==> src/rtl/debounce_sync_if.sv <==
// Signal bundle between a raw level source and the debounce_sync conditioner.
// The master drives the raw level; the slave (the debouncer) returns the clean level and strobes.
interface debounce_sync_if;
    logic d_in;
    logic q;
    logic rise;
    logic fall;
    logic busy;

    modport master (
        output d_in,
        input  q,
        input  rise,
        input  fall,
        input  busy
    );

    modport slave (
        input  d_in,
        output q,
        output rise,
        output fall,
        output busy
    );
endinterface

==> src/rtl/debounce_sync.sv <==
// Two-flop synchroniser followed by a count-qualified debounce FSM; drives a clean
// registered level plus one-cycle rise/fall strobes for the downstream flip-flop stage.
module debounce_sync #(
    parameter int STABLE = 4,
    parameter int CW     = 8
) (
    input logic            clk,
    input logic            rst,
    debounce_sync_if.slave bus
);

    typedef enum logic [1:0] {
        LOW       = 2'd0,
        RISE_WAIT = 2'd1,
        HIGH      = 2'd2,
        FALL_WAIT = 2'd3
    } state_t;

    localparam logic [CW-1:0] LAST = CW'(STABLE - 1);

    logic          s1;
    logic          s;
    state_t        state;
    state_t        state_nxt;
    logic [CW-1:0] cnt;
    logic [CW-1:0] cnt_nxt;
    logic          rise_nxt;
    logic          fall_nxt;
    logic          q_r;
    logic          rise_r;
    logic          fall_r;
    logic          busy_r;

    // Only s1 may go metastable; s gives it a full cycle to settle.
    // NOTE: flops use non-blocking assignments so every register samples pre-edge values.
    always_ff @(posedge clk or negedge rst) begin
        if (!rst) begin
            s1 <= 1'b0;
            s  <= 1'b0;
        end else begin
            s1 <= bus.d_in;
            s  <= s1;
        end
    end

    always_comb begin
        // NOTE: defaults first, so no branch below can leave a signal unassigned and infer a latch.
        state_nxt = state;
        cnt_nxt   = cnt;
        rise_nxt  = 1'b0;
        fall_nxt  = 1'b0;
        case (state)
            LOW: begin
                if (s) begin
                    if (STABLE == 1) begin
                        state_nxt = HIGH;
                        rise_nxt  = 1'b1;
                    end else begin
                        state_nxt = RISE_WAIT;
                        cnt_nxt   = CW'(1);
                    end
                end
            end
            RISE_WAIT: begin
                if (!s) begin
                    state_nxt = LOW;
                    cnt_nxt   = '0;
                end else if (cnt == LAST) begin
                    state_nxt = HIGH;
                    cnt_nxt   = '0;
                    rise_nxt  = 1'b1;
                end else begin
                    cnt_nxt = cnt + CW'(1);
                end
            end
            HIGH: begin
                if (!s) begin
                    if (STABLE == 1) begin
                        state_nxt = LOW;
                        fall_nxt  = 1'b1;
                    end else begin
                        state_nxt = FALL_WAIT;
                        cnt_nxt   = CW'(1);
                    end
                end
            end
            FALL_WAIT: begin
                if (s) begin
                    state_nxt = HIGH;
                    cnt_nxt   = '0;
                end else if (cnt == LAST) begin
                    state_nxt = LOW;
                    cnt_nxt   = '0;
                    fall_nxt  = 1'b1;
                end else begin
                    cnt_nxt = cnt + CW'(1);
                end
            end
            default: begin
                state_nxt = LOW;
                cnt_nxt   = '0;
            end
        endcase
    end

    // Outputs are decoded from the next state and registered, so they are glitch-free
    // and aligned with the state they describe.
    always_ff @(posedge clk or negedge rst) begin
        if (!rst) begin
            // NOTE: every register, synchroniser included, is cleared so a pending transition dies with reset.
            state  <= LOW;
            cnt    <= '0;
            q_r    <= 1'b0;
            rise_r <= 1'b0;
            fall_r <= 1'b0;
            busy_r <= 1'b0;
        end else begin
            state  <= state_nxt;
            cnt    <= cnt_nxt;
            q_r    <= (state_nxt == HIGH) || (state_nxt == FALL_WAIT);
            rise_r <= rise_nxt;
            fall_r <= fall_nxt;
            busy_r <= (state_nxt == RISE_WAIT) || (state_nxt == FALL_WAIT);
        end
    end

    assign bus.q    = q_r;
    assign bus.rise = rise_r;
    assign bus.fall = fall_r;
    assign bus.busy = busy_r;

endmodule

==> src/flat_wrapper.sv <==
// flat-port wrapper written by rule: the top's interface ports become plain ports
module debounce_sync_flat 
#(
    parameter int STABLE = 4,
    parameter int CW     = 8
)
  (clk, rst, bus_d_in, bus_q, bus_rise, bus_fall, bus_busy);
  debounce_sync_if bus_i ();
  input logic clk;
  input logic rst;
  input wire logic [$bits(bus_i.d_in)-1:0] bus_d_in;
  output wire logic [$bits(bus_i.q)-1:0] bus_q;
  output wire logic [$bits(bus_i.rise)-1:0] bus_rise;
  output wire logic [$bits(bus_i.fall)-1:0] bus_fall;
  output wire logic [$bits(bus_i.busy)-1:0] bus_busy;
  assign bus_i.d_in = bus_d_in;
  assign bus_q = bus_i.q;
  assign bus_rise = bus_i.rise;
  assign bus_fall = bus_i.fall;
  assign bus_busy = bus_i.busy;
  debounce_sync #(.STABLE(STABLE), .CW(CW)) u_core (.clk(clk), .rst(rst), .bus(bus_i));
endmodule
==> config.mk <==
export PLATFORM = sky130hd
export DESIGN_NAME = debounce_sync_flat
export DESIGN_NICKNAME = d
export VERILOG_FILES = /design/src/rtl/debounce_sync_if.sv /design/src/rtl/debounce_sync.sv /design/src/flat_wrapper.sv
export SDC_FILE = /design/constraint.sdc
export NUM_CORES = 1
export LEC_CHECK = 0
export BUFFER_PORTS_ARGS = -buffer_cell sky130_fd_sc_hd__buf_2
export CAP_MARGIN = 20
export CORE_MARGIN = 4
export CORE_UTILIZATION = 35
export CTS_BUF_LIST = sky130_fd_sc_hd__clkbuf_8
export CTS_CLUSTER_DIAMETER = 120
export DETAILED_ROUTE_END_ITERATION = 8
export GPL_TIMING_DRIVEN = 0
export PLACE_DENSITY = 0.58
export REMOVE_ABC_BUFFERS = 1
export SYNTH_ARGS = -nofsm -noshare
export SYNTH_HDL_FRONTEND = slang
export SYNTH_SLANG_ARGS = --single-unit
==> constraint.sdc <==
create_clock -name clk -period 4.6 [get_ports clk]
set_input_delay 0.23 -clock clk [delete_from_list [all_inputs] [get_ports clk]]
set_output_delay 0.23 -clock clk [all_outputs]
set_load 0.01 [all_outputs]
==> results.md <==
- For the worst setup path, the data required time is 4.77 ns.
- The count of nets left with antenna violations once routing finished came out at 0.
- The routed layout has 501 vias.
- The mean instance size in the synthesized netlist is 11.44 sq um.
- The core outline area is 1942 sq um.
- For this run, the register share of the synthesized area comes to 0.5291.
- The count of buffers added by post-CTS timing repair for setup is 0.
- After the flow finishes, the layout carries non-filler instances totaling 98.
- Counting every sink on the clock net gives 15.
- The number of global-route vias before repair is 485.
- The root buffer cell is sky130_fd_sc_hd__clkbuf_8.
- The worst voltage drop across the vdd grid is 0.0002499 V.
- Counting the fill cells in the layout gives 191.
- After synthesis the cells add up to 709.4 sq um.
- The critical path crosses 5 cells after its start point.
- The CTS buffer count is 3.
- For this run, the post-layout net count is 76.
- For the final database, setup skew stands at 0.001239 ns.
- In this run the static leakage power is 0.3563 nW.
- The cell family contributing the most delay on the critical path is compound AO/OA/AOI/OAI gates.
- For this run, the slowest stage of the critical path takes 0.57 ns.
- After detailed routing, the average wire length per cell comes to 12.27 um.
- The routed design could run at a clock period as short as 1.845 ns.
- The relative slew slack is 0.5615.
- The post-synthesis async set-or-reset flop share is 1.000.
- The first global-routing pass estimated 2159 um of wire.
- After global routing the overflow that remains totals 0.
- The die extent in x is 53.02 um.
- The worst endpoint data arrival time is 2.02 ns.
- The die covers 2811 sq um.
- Entering global routing, the biggest net connects 16 pins.
- The aggregate global-route resource usage is 0.1096.
- In this run the count of I/O pins placed on the die edge is 7.
- The post-detailed-routing wire length is 1202 um.
- The CTS tree is yes.
- The number of max-cap violations is 0.
- Ranked by total cell area, the synthesized netlist is headed by sky130_fd_sc_hd__dfrtp_1 (53%), sky130_fd_sc_hd__mux2_1 (4.8%), sky130_fd_sc_hd__a31oi_1 (4.4%).
- The number of enable-type register cells in the synthesized netlist is 0.
- The final setup violation count is 0.
- The startpoint class of the critical path is a flip-flop.
- The congestion estimate from routability-driven global placement came to 0.7505.
- The distinct cell type count after synthesis is 25.
- Using the TritonRoute via totals, the vias-per-cell ratio works out to 5.112.
- Gates resized during post-CTS repair numbered 0.
- The first routing iteration left 21 violations.
- The number of buffers and inverters on the critical path is 0.
- The antenna diode count is 0.
- The cell count after placement is 93.
- The worst-path cell with the longest stage delay is sky130_fd_sc_hd__a211oi_2.
- In the final layout, the share of cells above drive strength 1 is 0.1831.
- The warning count from the yosys run is 0.
- The critical path goes through ha_1, nor4b_4, a211oi_2, o21ai_1, a31oi_1.
- The initial cell density of the core is 0.3653.
- The worst hold path belongs to the class input pin to flip-flop.
- For this design the ratio of total power to cell area is 534.9 nW/um^2.
- In this run the register-to-register setup slack is 2.76 ns.
- The detailed-route DRC error count is 0.
- The hold-critical path depth is 1.
- The first TritonRoute pass finished after 4 iterations.
- CTS built an H-tree with a depth of 1.
- The share of the clock period used by the worst path is 0.4011.
- STA classifies the critical path endpoint as a flip-flop.
- Buffers inserted to repair hold after CTS numbered 1.
- The highest fanout seen on the critical path is 11.
- Among all flip-flop cells after synthesis, the most frequent one is sky130_fd_sc_hd__dfrtp_1.
- The number of cells traversed by the worst register-to-register path is 5.
- Setup repair after global routing left no endpoint under its margin.
- The vertical die dimension is 53.02 um.
- The source-to-sink clock delay at the later pin of the worst-skew pair is 0.25 ns.
- Summing internal, switching and leakage power gives 0.4337 mW.
- The flow ran to the end, and the final reports show no timing, DRC or antenna violations.
- The number of antenna violations at the first check in global routing came to 0.
- The setup path with the least slack is of type flip-flop to flip-flop.
- During placement, the flow inserted port buffers numbering 6.
- The clock-pin transition on the worst setup and hold timing paths is 0.06 ns.
- The row count is 16.
- The highest achievable clock rate is 0.5420 GHz.
- Counting every instance in the synthesized netlist gives 62.
- The count of final max-slew check failures is 0.
- Hold timing on the final database bottoms out at a slack of 0.08466 ns.
- The fraction of post-synthesis cell area in the top cell type by area is 0.5291.
- In this run, synthesis produced a sequential element count of 15.
- The synthesis-to-finish area growth is 14.29%.
- For the pin with the worst max-slew slack, the measured transition is 0.6566 ns.
- The maximum count of clock buffers along a single path is 2.
- The number of failing hold endpoints at the final stage is 0.
- Summed over all failing endpoints, the final setup total negative slack is 0 ns.
- The final HPWL from detailed placement is 889.4 um.
- Summed over all instances, the cell type with the most area after synthesis is sky130_fd_sc_hd__dfrtp_1.
cells in the final DEF (no fill, tap or decap):
| master | synthesis | final |
|---|---|---|
| sky130_fd_sc_hd__nor3b_1 | 2 | 2 |
| sky130_fd_sc_hd__nand4_1 | 1 | 1 |
| sky130_fd_sc_hd__a21o_1 | 1 | 1 |
| sky130_fd_sc_hd__nor4b_4 | 1 | 1 |
| sky130_fd_sc_hd__and4_1 | 1 | 1 |
| sky130_fd_sc_hd__nor3_2 | 1 | 1 |
| sky130_fd_sc_hd__clkinv_2 | 0 | 1 |
| sky130_fd_sc_hd__a22o_1 | 2 | 2 |
| sky130_fd_sc_hd__a31oi_1 | 5 | 5 |
| sky130_fd_sc_hd__nand2b_1 | 1 | 1 |
| sky130_fd_sc_hd__ha_1 | 1 | 1 |
| sky130_fd_sc_hd__dfrtp_1 | 15 | 15 |
| sky130_fd_sc_hd__nand2_1 | 6 | 6 |
| sky130_fd_sc_hd__mux2_1 | 3 | 3 |
| sky130_fd_sc_hd__mux2i_1 | 1 | 1 |
| sky130_fd_sc_hd__xnor2_1 | 2 | 2 |
| sky130_fd_sc_hd__and3_1 | 1 | 1 |
| sky130_fd_sc_hd__clkbuf_8 | 0 | 3 |
| sky130_fd_sc_hd__dlygate4sd3_1 | 0 | 1 |
| sky130_fd_sc_hd__inv_1 | 1 | 1 |
| sky130_fd_sc_hd__buf_2 | 0 | 6 |
| sky130_fd_sc_hd__nand3_1 | 5 | 5 |
| sky130_fd_sc_hd__nor2_1 | 3 | 3 |
| sky130_fd_sc_hd__xor2_1 | 1 | 1 |
| sky130_fd_sc_hd__a21oi_1 | 3 | 3 |
| sky130_fd_sc_hd__a211oi_2 | 1 | 1 |
| sky130_fd_sc_hd__o21ai_1 | 2 | 2 |
metal layers:
metal,wire (um),part of all wire,GRT usage,up-vias
met4,41,0.034,0.07660,0
met3,37,0.031,0.02535,5
li1,-,-,-,246
met1,513,0.43,0.1329,238
met2,610,0.51,0.1694,12
met5,0,0,0,-
where the power goes:
group | switching [mW] | internal, mW | total [mW] | leakage [nW]
clock network | 0.0458 | 0.0600 | 0.106 | 0.0255
logic | 0.0753 | 0.0575 | 0.133 | 0.135
registers | 0.0366 | 0.158 | 0.195 | 0.196
total | 0.158 | 0.276 | 0.434 | 0.356
flip-flops by register name, summed over array words and instances, names as in the netlist:
register         count
u_core.bus.fall      1
u_core.bus.q         1
u_core.bus.rise      1
u_core.cnt           8
u_core.s             1
u_core.s1            1
u_core.state         2
stage by stage:
stage               worst slack, ns  area (sq um)    util
finish                        2.755         810.8  0.4175
global route                  2.634         810.8  0.4175
CTS                           2.742         810.8  0.4175
global placement              2.766         754.5  0.3885
floorplan                     2.991         690.7       -
detailed placement            2.756         754.5  0.3885
cells by family after synthesis:
family          synth area share
compound gates            0.1323
xor+xnor                 0.03704
fa+ha+maj                0.01763
buf+inv                  0.03174
flops                     0.5291
mux                      0.06173
simple gates              0.1905
worst paths after layout:
path | start | endpoint
setup reg to reg | u_core.cnt[0] | u_core.cnt[5]
hold reg to reg | u_core.s1 | u_core.s
setup / recovery | u_core.cnt[0] | u_core.cnt[5]
hold / removal | bus_d_in | u_core.s1
min in group asynchronous | rst | u_core.cnt[3]
max in group asynchronous | rst | u_core.cnt[4]
synthesized netlist by cell type (2+ instances only):
library cell and count:
sky130_fd_sc_hd__nand3_1 5, sky130_fd_sc_hd__a22o_1 2, sky130_fd_sc_hd__xnor2_1 2, sky130_fd_sc_hd__nor3b_1 2
sky130_fd_sc_hd__a21oi_1 3, sky130_fd_sc_hd__dfrtp_1 15, sky130_fd_sc_hd__nand2_1 6, sky130_fd_sc_hd__mux2_1 3
sky130_fd_sc_hd__a31oi_1 5, sky130_fd_sc_hd__o21ai_1 2, sky130_fd_sc_hd__nor2_1 3
layout make-up:
type                       count  area [sq um]  area share
sequential                    15         375.4      0.4630
multi-input combinational     44         311.5      0.3843
clock buffer                   3         41.29     0.05093
timing repair buffer           7         40.04     0.04938
tap                           27         33.78     0.04167
clock inverter                 1         5.005    0.006173
inverter                       1         3.754    0.004630
Power figures use the tool's default switching activity.
